===== config.mk =====
export PLATFORM = sky130hd
export DESIGN_NAME = cf_spi_master_gen
export DESIGN_NICKNAME = d
export VERILOG_FILES = /design/src/rtl/cf_spi_master_gen.sv
export SDC_FILE = /design/constraint.sdc
export NUM_CORES = 1
export LEC_CHECK = 0
export ABC_CLOCK_PERIOD_IN_PS = 10900
export CAP_MARGIN = 20
export CORE_MARGIN = 5
export CORE_UTILIZATION = 46
export CTS_BUF_LIST = sky130_fd_sc_hd__clkbuf_4 sky130_fd_sc_hd__clkbuf_8
export DETAILED_ROUTE_END_ITERATION = 10
export HOLD_SLACK_MARGIN = 0.1
export PLACE_DENSITY = 0.63
export SLEW_MARGIN = 10
export SYNTH_ARGS = -nofsm -noshare
export SYNTH_HDL_FRONTEND = slang
export SYNTH_HIERARCHICAL = 1
export SYNTH_SLANG_ARGS = --single-unit

===== constraint.sdc =====
create_clock -name clk -period 10.9 [get_ports clk]
set_clock_uncertainty 0.2 [all_clocks]
set_input_delay 2.18 -clock clk [delete_from_list [all_inputs] [get_ports clk]]
set_output_delay 2.18 -clock clk [all_outputs]
set_load 0.01 [all_outputs]

===== src/rtl/cf_spi_master_gen.sv =====
// cf_spi_master_gen: SPI master with TX/RX FIFOs, configurable frame width,
// LSB/MSB-first shifting, multiple chip selects with back-to-back CS hold and
// a sticky RX overflow flag.
// Optional build macro CF_SPI_LOOPBACK_EN adds a 'loopback' input that routes
// the internal mosi back into the receive shifter instead of miso.

// Show-ahead FIFO: dout always presents the oldest entry.
module cf_spi_master_gen_fifo #(
  parameter int DW  = 8,
  parameter int FAW = 4
) (
  input  logic          clk,
  input  logic          rst,
  input  logic          flush,
  input  logic          push,
  input  logic [DW-1:0] din,
  input  logic          pop,
  output logic [DW-1:0] dout,
  output logic          empty,
  output logic          full,
  output logic [FAW:0]  level
);
  localparam int DEPTH = 1 << FAW;

  logic [DW-1:0]  mem [DEPTH];
  logic [FAW-1:0] wptr_reg;
  logic [FAW-1:0] rptr_reg;
  logic [FAW:0]   count_reg;
  logic           pop_ok;
  logic           push_ok;

  assign empty   = (count_reg == '0);
  assign full    = (count_reg == (FAW+1)'(DEPTH));
  assign pop_ok  = pop && !empty;
  // A push into a full FIFO is accepted only when a pop frees a slot in the same cycle.
  assign push_ok = push && (!full || pop_ok);
  assign dout    = mem[rptr_reg];
  assign level   = count_reg;

  // Storage write; contents need no reset because pointers gate visibility.
  always_ff @(posedge clk) begin
    if (push_ok && !flush) mem[wptr_reg] <= din;
  end

  // Pointer and occupancy bookkeeping; flush wins over push and pop.
  always_ff @(posedge clk) begin
    if (rst || flush) begin
      wptr_reg  <= '0;
      rptr_reg  <= '0;
      count_reg <= '0;
    end else begin
      if (push_ok) wptr_reg <= wptr_reg + 1'b1;
      if (pop_ok)  rptr_reg <= rptr_reg + 1'b1;
      case ({push_ok, pop_ok})
        2'b10:   count_reg <= count_reg + 1'b1;
        2'b01:   count_reg <= count_reg - 1'b1;
        default: count_reg <= count_reg;
      endcase
    end
  end
endmodule

module cf_spi_master_gen #(
  parameter int DW  = 8,
  parameter int FAW = 4,
  parameter int CDW = 8,
  parameter int NCS = 2,
  localparam int CSW = (NCS > 1) ? $clog2(NCS) : 1
) (
  input  logic           clk,
  input  logic           rst,
  input  logic           enable,
  input  logic           CPOL,
  input  logic           CPHA,
  input  logic           lsb_first,
  input  logic [CDW-1:0] clk_divider,
  input  logic [CSW-1:0] cs_sel,
  input  logic           cs_hold,
  input  logic           wr,
  input  logic [DW-1:0]  datai,
  input  logic           rd,
  output logic [DW-1:0]  datao,
  input  logic           rx_en,
  input  logic           tx_flush,
  input  logic           rx_flush,
  input  logic [FAW:0]   tx_threshold,
  input  logic [FAW:0]   rx_threshold,
  output logic           tx_empty,
  output logic           tx_full,
  output logic           tx_level_below,
  output logic           rx_empty,
  output logic           rx_full,
  output logic           rx_level_above,
  output logic           rx_ovf,
  output logic [FAW:0]   tx_level,
  output logic [FAW:0]   rx_level,
  output logic           busy,
  output logic           done,
  output logic           sclk,
  output logic           mosi,
  input  logic           miso,
  output logic [NCS-1:0] csb
`ifdef CF_SPI_LOOPBACK_EN
  ,
  input  logic           loopback
`endif
);
  localparam int ECW = $clog2(2*DW) + 1;

  typedef enum logic [1:0] {IDLE, SETUP, SHIFT, GAP} state_t;

  state_t         state_reg;
  logic [CDW-1:0] cnt_reg, div_reg;
  logic [ECW-1:0] edge_reg;
  logic [DW-1:0]  tx_sh_reg, rx_sh_reg;
  logic           cpol_reg, cpha_reg, lsb_reg, hold_reg, rx_en_reg;
  logic [CSW-1:0] cs_reg;
  logic           sclk_reg, mosi_reg, busy_reg, done_reg, ovf_reg;
  logic [NCS-1:0] csb_reg, cs_dec;
  logic [DW-1:0]  tx_head, rx_next, rx_push_data;
  logic           tick, last_edge, do_sample, do_shift, rx_bit;
  logic           tx_pop, rx_push;

  cf_spi_master_gen_fifo #(.DW(DW), .FAW(FAW)) u_tx_fifo (
    .clk(clk), .rst(rst), .flush(tx_flush), .push(wr), .din(datai),
    .pop(tx_pop), .dout(tx_head), .empty(tx_empty), .full(tx_full), .level(tx_level)
  );

  cf_spi_master_gen_fifo #(.DW(DW), .FAW(FAW)) u_rx_fifo (
    .clk(clk), .rst(rst), .flush(rx_flush), .push(rx_push), .din(rx_push_data),
    .pop(rd), .dout(datao), .empty(rx_empty), .full(rx_full), .level(rx_level)
  );

  // One-hot decode of the requested chip select (out-of-range selects none).
  for (genvar gi = 0; gi < NCS; gi++) begin : g_cs_dec
    assign cs_dec[gi] = (cs_sel == CSW'(gi));
  end

`ifdef CF_SPI_LOOPBACK_EN
  assign rx_bit = loopback ? mosi_reg : miso;
`else
  assign rx_bit = miso;
`endif

  // edge_reg is the 0-based index of the upcoming SCLK edge; even index = odd edge.
  assign tick         = (cnt_reg == '0);
  assign last_edge    = (edge_reg == ECW'(2*DW-1));
  assign do_sample    = cpha_reg ? edge_reg[0] : ~edge_reg[0];
  // In CPHA=1 the first bit is already on mosi, so the first leading edge does not advance.
  assign do_shift     = !last_edge &&
                        (cpha_reg ? (!edge_reg[0] && (edge_reg != '0)) : edge_reg[0]);
  assign rx_next      = lsb_reg ? {rx_bit, rx_sh_reg[DW-1:1]} : {rx_sh_reg[DW-2:0], rx_bit};
  assign rx_push_data = do_sample ? rx_next : rx_sh_reg;
  assign rx_push      = (state_reg == SHIFT) && tick && last_edge && rx_en_reg;
  assign tx_pop       = enable && !tx_empty && !tx_flush &&
                        ((state_reg == IDLE) ||
                         ((state_reg == GAP) && tick && hold_reg && (cs_sel == cs_reg)));

  // Frame sequencer: IDLE -> SETUP -> SHIFT -> GAP, with a back-to-back path GAP -> SETUP.
  always_ff @(posedge clk) begin
    if (rst) begin
      state_reg <= IDLE;
      cnt_reg   <= '0;
      div_reg   <= '0;
      edge_reg  <= '0;
      tx_sh_reg <= '0;
      rx_sh_reg <= '0;
      cpol_reg  <= 1'b0;
      cpha_reg  <= 1'b0;
      lsb_reg   <= 1'b0;
      hold_reg  <= 1'b0;
      rx_en_reg <= 1'b0;
      cs_reg    <= '0;
      sclk_reg  <= CPOL;
      mosi_reg  <= 1'b0;
      busy_reg  <= 1'b0;
      done_reg  <= 1'b0;
      csb_reg   <= '1;
    end else begin
      done_reg <= 1'b0;
      case (state_reg)
        IDLE: begin
          sclk_reg <= CPOL;
          csb_reg  <= '1;
        end
        SETUP: begin
          // Counter is left at zero so the first SCLK edge follows one cycle later.
          if (tick) state_reg <= SHIFT;
          else      cnt_reg   <= cnt_reg - 1'b1;
        end
        SHIFT: begin
          if (tick) begin
            cnt_reg  <= div_reg;
            sclk_reg <= ~sclk_reg;
            edge_reg <= edge_reg + 1'b1;
            if (do_sample) rx_sh_reg <= rx_next;
            if (do_shift) begin
              if (lsb_reg) begin
                tx_sh_reg <= {1'b0, tx_sh_reg[DW-1:1]};
                mosi_reg  <= tx_sh_reg[1];
              end else begin
                tx_sh_reg <= {tx_sh_reg[DW-2:0], 1'b0};
                mosi_reg  <= tx_sh_reg[DW-2];
              end
            end
            if (last_edge) begin
              sclk_reg  <= cpol_reg;
              done_reg  <= 1'b1;
              edge_reg  <= '0;
              state_reg <= GAP;
            end
          end else begin
            cnt_reg <= cnt_reg - 1'b1;
          end
        end
        GAP: begin
          if (tick) begin
            state_reg <= IDLE;
            csb_reg   <= '1;
            busy_reg  <= 1'b0;
          end else begin
            cnt_reg <= cnt_reg - 1'b1;
          end
        end
        default: state_reg <= IDLE;
      endcase

      // Frame load (from IDLE or a held GAP) overrides the per-state updates above.
      if (tx_pop) begin
        tx_sh_reg <= tx_head;
        rx_sh_reg <= '0;
        mosi_reg  <= lsb_first ? tx_head[0] : tx_head[DW-1];
        cs_reg    <= cs_sel;
        csb_reg   <= ~cs_dec;
        cpol_reg  <= CPOL;
        cpha_reg  <= CPHA;
        lsb_reg   <= lsb_first;
        hold_reg  <= cs_hold;
        rx_en_reg <= rx_en;
        div_reg   <= clk_divider;
        cnt_reg   <= clk_divider;
        edge_reg  <= '0;
        sclk_reg  <= CPOL;
        busy_reg  <= 1'b1;
        state_reg <= SETUP;
      end
    end
  end

  // Sticky overflow: a finished frame found the RX FIFO full with no pop to make room.
  always_ff @(posedge clk) begin
    if (rst || rx_flush) ovf_reg <= 1'b0;
    else if (rx_push && rx_full && !(rd && !rx_empty)) ovf_reg <= 1'b1;
  end

  assign tx_level_below = (tx_level < tx_threshold);
  assign rx_level_above = (rx_level > rx_threshold);
  assign rx_ovf         = ovf_reg;
  assign busy           = busy_reg;
  assign done           = done_reg;
  assign sclk           = sclk_reg;
  assign mosi           = mosi_reg;
  assign csb            = csb_reg;
endmodule

# Yosys cells after proc, flatten, opt, wreduce, memory -nomap -nowiden
# Memory sizes are Yosys's and may differ from the RTL's. A register that Yosys moved wholly into a read port is not among the register bits.
# Index checks and enable logic that the tools add are counted.
[word_totals]
regBits = 78
latch_bits = 0
word_cells = 174
romBits = 0
mem_bits_rw = 256
mem_count = 2
[op_classes]
n_eq_ne = 21
multipliers = 0
div = 0
magnitude_cmp = 2
shifts = 0
n_mux = 48
n_reduce_logical = 60
addsub = 10
n_bitwise = 6
[mem_list]
columns = ["memory", "depth", "word_bits", "rd", "rd_ports_with_merged_regs", "write_ports", "line_no", "text"]
rows = [
  ["u_rx_fifo.mem", 16, 8, 1, 1, 1, "25", "logic [DW-1:0] mem [DEPTH];"],
  ["u_tx_fifo.mem", 16, 8, 1, 1, 1, "25", ""],
]
[ops]
columns = ["op", "count"]
rows = [
  ["8-bit two-way mux", 10],
  ["1-bit two-way mux", 21],
  ["5-bit one-hot mux with 2 select lines", 2],
  ["1-bit logical AND", 19],
  ["4-bit by 1-bit adder with 4-bit output (second input constant)", 4],
  ["4-bit two-way mux", 4],
  ["8-bit one-hot mux with 2 select lines", 1],
  ["5-bit by 1-bit adder with 5-bit output (second input constant)", 3],
  ["3-bit by 2-bit inequality test with 1-bit output (second input constant)", 5],
  ["2-bit two-way mux", 6],
  ["2-bit nonzero test", 6],
  ["5-bit == test (second input constant)", 2],
  ["5-bit logical NOT", 2],
  ["2-bit AND reduction", 5],
  ["5-bit AND reduction", 2],
  ["5-bit by 1-bit subtractor with 5-bit output (second input constant)", 2],
  ["1-bit logical NOT", 9],
  ["3-bit nonzero test", 3],
  ["2-bit == test (second input constant)", 4],
  ["8-bit logical NOT", 1],
  ["2-bit inequality test (second input constant)", 4],
  ["4-bit nonzero test", 2],
  ["8-bit by 1-bit subtractor with 8-bit output (second input constant)", 1],
  ["2-bit by 1-bit == test with 1-bit output (second input constant)", 3],
  ["other kinds (17)", 26],
]

# Depth between registers and ports, before layout
# Gate-level depths: netlist of the first run.
[logic_depth]
word_depth = 12
mapped_depth = 15
depth_no_buf = 14

# Cells and area by module
# The synthesis of the first run kept the hierarchy.
[modules_own_cells]
columns = ["module", "cells_each", "instances", "area_each_um2"]
rows = [
  ["cf_spi_master_gen_fifo at u_rx_fifo", 332, 1, 5865.6],
  ["cf_spi_master_gen_fifo at u_tx_fifo", 325, 1, 5848.1],
  ["cf_spi_master_gen", 355, 1, 2859.0],
]

# Worst setup path after synthesis of the first run
# Ideal clock, no wire load.
[synth_timing]
kind = "input to output"
from = "input port rx_threshold[1]"
to = "output port rx_level_above"
path_buffers = 0
cell_stages = 7
slack_ns = 5.346
required_ns = 8.520
t_arrival_ns = 3.174
cell_sequence = "inv_1 > ha_1 > nor2b_1 > o21a_1 > o21ai_0 > a21oi_1 > o22a_1"
[synth_between]
elab_chain_len = 1
[synth_rtl]
columns = ["item", "line_no", "text"]
rows = [
  ["start, declared", "87", "input logic [FAW:0] rx_threshold,"],
  ["5-bit greater-than comparator", "257", "assign rx_level_above = (rx_level > rx_threshold);"],
  ["end, declared", "93", "output logic rx_level_above,"],
]
# Every way passes these cells.

# Worst setup path after layout of the first run
[layout_timing]
from = "input port tx_threshold[1]"
to = "output port tx_level_below"
[layout_between]
elab_chain_len = 1
[layout_rtl]
columns = ["item", "line_no", "text"]
rows = [
  ["start, declared", "86", "input logic [FAW:0] tx_threshold,"],
  ["5-bit less-than comparator", "256", "assign tx_level_below = (tx_level < tx_threshold);"],
  ["end, declared", "90", "output logic tx_level_below,"],
]
# Every way passes these cells.

==> results of run 1 <==
area by class of cell:
class / count / area share
sequential: 342 / 0.5576
inverter: 31 / 0.006886
multi-input combinational: 588 / 0.2852
timing repair buffer: 90 / 0.05028
clock buffer: 86 / 0.06079
tap: 402 / 0.02977
clock inverter: 18 / 0.009478
power breakdown:
part | switching, mW | leakage (nW) | internal, mW
clock network | 0.489 | 0.636 | 0.652
logic | 0.0815 | 1.96 | 0.0653
registers | 0.0117 | 3.04 | 1.40
total | 0.582 | 5.63 | 2.12
kinds of logic (layout without fill, tap and decap cells):
kind of cell	count (synthesis)	count (layout)	share of synthesized area
DFF	342	342	0.6463
muxes	96	96	0.1216
xor gates and xnor gates	19	19	0.01142
adders and majority gates	31	31	0.02765
AOI/OAI and AO/OA	161	161	0.07659
and+or+nand+nor	281	281	0.09299
buffers and inverters	82	225	0.02344
Yosys cell counts (all sizes together) (10+ instances only):
library cell	count	share of area
edfxtp	257	0.53
dfxtp	85	0.12
inv	31	0.0080
clkbuf	35	0.0090
nor2	81	0.021
nor2b	13	0.0056
xor2	10	0.0060
nand3	12	0.0041
nor3	14	0.0048
o21ai	29	0.013
nand2b	10	0.0043
mux2i	24	0.016
a21oi	36	0.012
ha	29	0.025
o211ai	17	0.0091
mux4	64	0.099
buf	16	0.0064
a22oi	33	0.017
a211oi	11	0.0060
nand2	97	0.025
per-stage QoR:
stage | worst slack (ns) | area (µm²) | util
floorplan | 5.346 | 14570 | -
global route | 4.249 | 16900 | 0.5383
finish | 4.390 | 16900 | 0.5383
CTS | 4.368 | 16880 | 0.5378
global placement | 4.386 | 15660 | 0.4989
detailed placement | 4.379 | 15700 | 0.5000
how the worst max path moves through the flow:
stage / cells after the start / slack [ns] / start / end
after floorplan: 7 / 5.35 / rx_threshold[1] / rx_level_above
after global placement: 9 / 4.39 / rx_threshold[1] / rx_level_above
after detailed placement: 8 / 4.38 / tx_threshold[1] / tx_level_below
after CTS: 8 / 4.37 / tx_threshold[1] / tx_level_below
after global routing: 8 / 4.25 / tx_threshold[1] / tx_level_below
final: 8 / 4.39 / tx_threshold[1] / tx_level_below
metal layers:
metal / up-vias / part of all wire / track usage
met1: 4236 / 0.44 / 0.2307
met5: - / 0 / 0
met2: 190 / 0.49 / 0.2771
met3: 46 / 0.042 / 0.02736
met4: 0 / 0.020 / 0.04630
li1: 4071 / - / -
critical path: stages:
cell	delay, ns
clkdlybuf4s50_1	0.45
inv_1	0.04
ha_1	0.28
a21o_1	0.15
a21o_1	0.17
a21o_1	0.17
a21oi_1	0.14
clkdlybuf4s50_1	0.56
==> impl_metrics.env, run 1 <==
export IMPL_die_h_um=188.0
export IMPL_core_region_area_um2=31390
export IMPL_synth_seq_cells=342
export IMPL_finalHoldViolCount=0
export IMPL_diodes=0
export IMPL_fin_crit_sh=0.5973
export IMPL_cts_sinks=342
export IMPL_io_buffers=70
export IMPL_max_slew_margin=0.3500
export IMPL_timing_rr_end="u_tx_fifo/mem[8][0]"
export IMPL_place_congestion=0.8123
export IMPL_place_hpwl_um=19160
export IMPL_fillers=2575
export IMPL_timing_reg2reg_setup_slack_ns=6.52
export IMPL_multi_input_area_um2=4820
export IMPL_crit_required_ns=8.52
export IMPL_final_cells=1557
export IMPL_netlist_instances=1012
export IMPL_powerDensity_nw_per_um2=160.0
export IMPL_tightest_slew_ns=0.9717
export IMPL_setup_tns_ns=0
export IMPL_drive_gt1_frac=0.1844
export IMPL_vias=8543
export IMPL_grt_pass1_wl_um=47480
export IMPL_worst_setup_path_end_kind="primary output"
export IMPL_hold_buffers=0
export IMPL_synth_edf_count=257
export IMPL_syn_avg_cell_area_um2=14.40
export IMPL_worstSkewPairLatency_ns=0.59
export IMPL_die_area_um2=35340
export IMPL_placedCellCount=1451
export IMPL_r2r_start="u_tx_fifo/level[1]"
export IMPL_yosysSeqAreaShare=0.6463
export IMPL_gr_total_overflow=0
export IMPL_drt_vias_per_instance=5.487
export IMPL_track_usage=0.1671
export IMPL_p_total_mw=2.703
export IMPL_cts_setup_buffers=0
export IMPL_clk_pin_slew_ns=0.06
export IMPL_antenna_found_initial=0
export IMPL_ff2ff_path_depth=9
export IMPL_drc=0
export IMPL_synth_nets=1083
export IMPL_initial_core_util=0.4642
export IMPL_critical_path_class="input pin to primary output"
export IMPL_syn_to_final_growth_pct=15.95
export IMPL_clock_root_buffer="clkbuf_8"
export IMPL_cts_inserted_buffers=55
export IMPL_ant_nets=0
export IMPL_mostFrequentLayoutCells="edfxtp_1, nand2_1, dfxtp_1"
export IMPL_reg_top3="u_rx_fifo/mem (128), u_tx_fifo/mem (128)"
export IMPL_startpoint_type="input pin"
export IMPL_routed_wl_um=29590
export IMPL_holdWs_ns=0.2516
export IMPL_htreeDepth=2
export IMPL_p_leak_nw=5.633
export IMPL_worstPathMaxFanout=1
export IMPL_tritoncts="built"
export IMPL_grt_setup_unrepaired="false"
export IMPL_setup_violations=0
export IMPL_grt_max_degree=49
export IMPL_outcome="completed"
export IMPL_cts_resized=0
export IMPL_fmaxAchievable_ghz=0.1536
export IMPL_grt_pass1_vias=8744
export IMPL_finalCriticalPeriod_ns=6.510
export IMPL_ios=71
export IMPL_die_w_um=188.0
export IMPL_drt_iter0_markers=552
export IMPL_fin_nets=1179
export IMPL_final_common_cell="edfxtp_1"
export IMPL_min_delay_path_depth=2
export IMPL_syn_area_um2=14570
export IMPL_fp_row_count=65
export IMPL_ys_types=63
export IMPL_yosys_most_used_dff="edfxtp_1"
export IMPL_yosysWarnings=6
export IMPL_drtPass1Iterations=4
export IMPL_hold_start="cpol_reg"
export IMPL_vdd_drop_max_uv=105.4
export IMPL_wl_per_cell_um=19.00
export IMPL_cts_buffer_depth=3
export IMPL_arrival_ns=4.13
export IMPL_maxCapViolations=0
export IMPL_hold_end="cpol_reg"
export IMPL_hold_path_class="register to register"
export IMPL_regArea_um2=9422
export IMPL_synth_async_sr_flop_share=0
export IMPL_finalMaxSlewViolations=0
(Power assumes the default switching activity.)
==> run 2: changes to the inputs <==
--- a/config.mk
+++ b/config.mk
@@ -5,7 +5,7 @@
 export SDC_FILE = /design/constraint.sdc
 export NUM_CORES = 1
 export LEC_CHECK = 0
-export ABC_CLOCK_PERIOD_IN_PS = 10900
+export ABC_CLOCK_PERIOD_IN_PS = 6400
 export CAP_MARGIN = 20
 export CORE_MARGIN = 5
 export CORE_UTILIZATION = 46
==> constraint.sdc (replaced) <==
create_clock -name clk -period 6.4 [get_ports clk]
set_clock_uncertainty 0.2 [all_clocks]
set_input_delay 1.28 -clock clk [delete_from_list [all_inputs] [get_ports clk]]
set_output_delay 1.28 -clock clk [all_outputs]
set_load 0.01 [all_outputs]
==> run 2 against run 1 <==
  * Final cell count about the same
  * Design area decreased by 0.37%
  * Register-to-register slack worse by 3.8 ns
  * Power increased by 68%
  * Sequential power up 70%
  * Via count shrank 0.61%
  * Non-clock buffer count is the same
  * Worst setup slack lost 2.7 ns
  * Flip-flop and latch count unchanged
  * Clock power increased by 63%
  * Largest power group unchanged
==> impl_metrics.env, run 2 (synthesis gave the netlist of run 1 again) <==
export IMPL_ios=71
export IMPL_fp_row_count=65
export IMPL_drt_vias_per_instance=5.457
export IMPL_place_hpwl_um=19350
export IMPL_antenna_found_initial=0
export IMPL_max_slew_margin=0.2876
export IMPL_routed_wl_um=29980
export IMPL_ant_nets=0
export IMPL_initial_core_util=0.4642
export IMPL_min_delay_path_depth=2
export IMPL_cts_buffer_depth=3
export IMPL_p_int_mw=3.519
export IMPL_fin_nets=1179
export IMPL_wl_per_cell_um=19.26
export IMPL_syn_to_final_growth_pct=15.52
export IMPL_final_common_cell="edfxtp_1"
export IMPL_fin_crit_sh=0.7335
export IMPL_finalMaxSlewViolations=0
export IMPL_pwr_share_clk=0.412
export IMPL_drt_iter0_markers=342
export IMPL_fmaxAchievable_ghz=0.2130
export IMPL_cts_setup_buffers=0
export IMPL_hold_buffers=0
export IMPL_worstPathMaxFanout=21
export IMPL_crit_required_ns=4.92
export IMPL_reg_top3="u_rx_fifo/mem (128), u_tx_fifo/mem (128)"
export IMPL_vias=8491
export IMPL_finalHoldViolCount=0
export IMPL_maxCapViolations=0
export IMPL_htreeDepth=2
export IMPL_fillers=2645
export IMPL_switching_share=0.2233
export IMPL_setup_tns_ns=0
export IMPL_hold_end="div_reg[4]"
export IMPL_hold_path_class="register to register"
export IMPL_drtPass1Iterations=6
export IMPL_hold_start="div_reg[4]"
export IMPL_comb_power_share=0.056
export IMPL_diodes=0
export IMPL_worst_setup_path_end_kind="primary output"
export IMPL_tritoncts="built"
export IMPL_drive_gt1_frac=0.1724
export IMPL_r2r_start="u_tx_fifo/level[1]"
export IMPL_place_congestion=0.7888
export IMPL_grt_max_degree=33
export IMPL_timing_rr_end="u_tx_fifo/mem[7][0]"
export IMPL_critical_path_class="register to primary output"
export IMPL_die_w_um=188.0
export IMPL_die_area_um2=35340
export IMPL_grt_pass1_vias=8906
export IMPL_clk_pin_slew_ns=0.06
export IMPL_die_h_um=188.0
export IMPL_timing_reg2reg_setup_slack_ns=2.70
export IMPL_powerDensity_nw_per_um2=269.1
export IMPL_p_switching_mw=1.012
export IMPL_seqPwrFrac=0.532
export IMPL_core_region_area_um2=31390
export IMPL_track_usage=0.1714
export IMPL_drc=0
export IMPL_cts_sinks=342
export IMPL_p_leak_nw=5.578
export IMPL_clock_root_buffer="clkbuf_8"
export IMPL_io_buffers=70
export IMPL_worstSkewPairLatency_ns=0.59
export IMPL_setup_violations=0
export IMPL_startpoint_type="register"
export IMPL_tightest_slew_ns=1.067
export IMPL_utilization=0.5363
export IMPL_vdd_drop_max_uv=157.7
export IMPL_outcome="completed"
export IMPL_mostFrequentLayoutCells="edfxtp_1, nand2_1, dfxtp_1"
export IMPL_arrival_ns=3.21
export IMPL_cts_inserted_buffers=55
export IMPL_ff2ff_path_depth=9
export IMPL_finalCriticalPeriod_ns=4.694
export IMPL_cts_resized=0
export IMPL_grt_pass1_wl_um=48450
export IMPL_grt_setup_unrepaired="false"
export IMPL_gr_total_overflow=0
==> run 2: cell types whose count changed in the layout (fill, tap and decap cells not counted), sizes merged <==
| cell | change |
|---|---|
| inv | +1 |
| bufinv | +1 |
| clkinvlp | +1 |
| clkbuf | -18 |
| clkinv | +14 |
==> run 2: through the flow <==
| stage | power (mW) | hold slack, ns | setup WS, ns | std cells | area [µm²] |
|---|---|---|---|---|---|
| global placement | 2.703 | 0.2423 | 1.692 | 1450 | 15690 |
| global route | 4.723 | 0.2803 | 1.423 | 1556 | 16830 |
| finish | 4.530 | 0.2537 | 1.706 | 1556 | 16830 |
| CTS | 4.589 | 0.2553 | 1.551 | 1555 | 16820 |
| detailed placement | 2.712 | 0.2468 | 1.689 | 1452 | 15700 |
| floorplan | 2.621 | 0.2317 | 2.385 | 1012 | 14570 |
==> run 2: layer usage <==
metal,share of wire,GRT usage
met1,0.43,0.2199
met2,0.52,0.3018
met3,0.038,0.02923
met4,0.019,0.04771
met5,0,0
==> run 2: layout make-up <==
class                           instances  area, µm²  share of cell area
Clock buffer                           68      860.8             0.05113
Clock inverter                         35      251.5             0.01494
Inverter                               31      116.4            0.006912
Multi-Input combinational cell        588       4827              0.2867
Sequential cell                       342       9422              0.5596
Tap cell                              402      503.0             0.02988
Timing Repair Buffer                   90      854.6             0.05076
==> run 2: worst max-delay path by stage <==
stage               startpoint                   to  cells after the start
2_1_floorplan         tx_flush  u_tx_fifo/mem[3][0]                      8
3_3_place_gp   rx_threshold[1]       rx_level_above                      9
3_5_place_dp   rx_threshold[1]       rx_level_above                      9
4_1_cts               register             datao[7]                      5
5_1_grt               register             datao[4]                      5
6_report              register             datao[2]                      5
==> run 2: power by group through the flow <==
stage                     clock, mW  sequential (mW)  combinational, mW
final                          1.86             2.41              0.256
after global routing           2.02             2.41              0.287
after CTS                      1.92             2.41              0.258
after detailed placement          0             2.46              0.255
after global placement            0             2.46              0.247
after floorplan                   0             2.45              0.169
==> run 2: worst max-delay path, cell delays in order, from the launching register on <==
cell and delay (ns):
dfxtp_1 1.02, buf_4 0.38, mux4_2 0.32, a22oi_1 0.29, nand2_1 0.11, clkdlybuf4s50_1 0.49
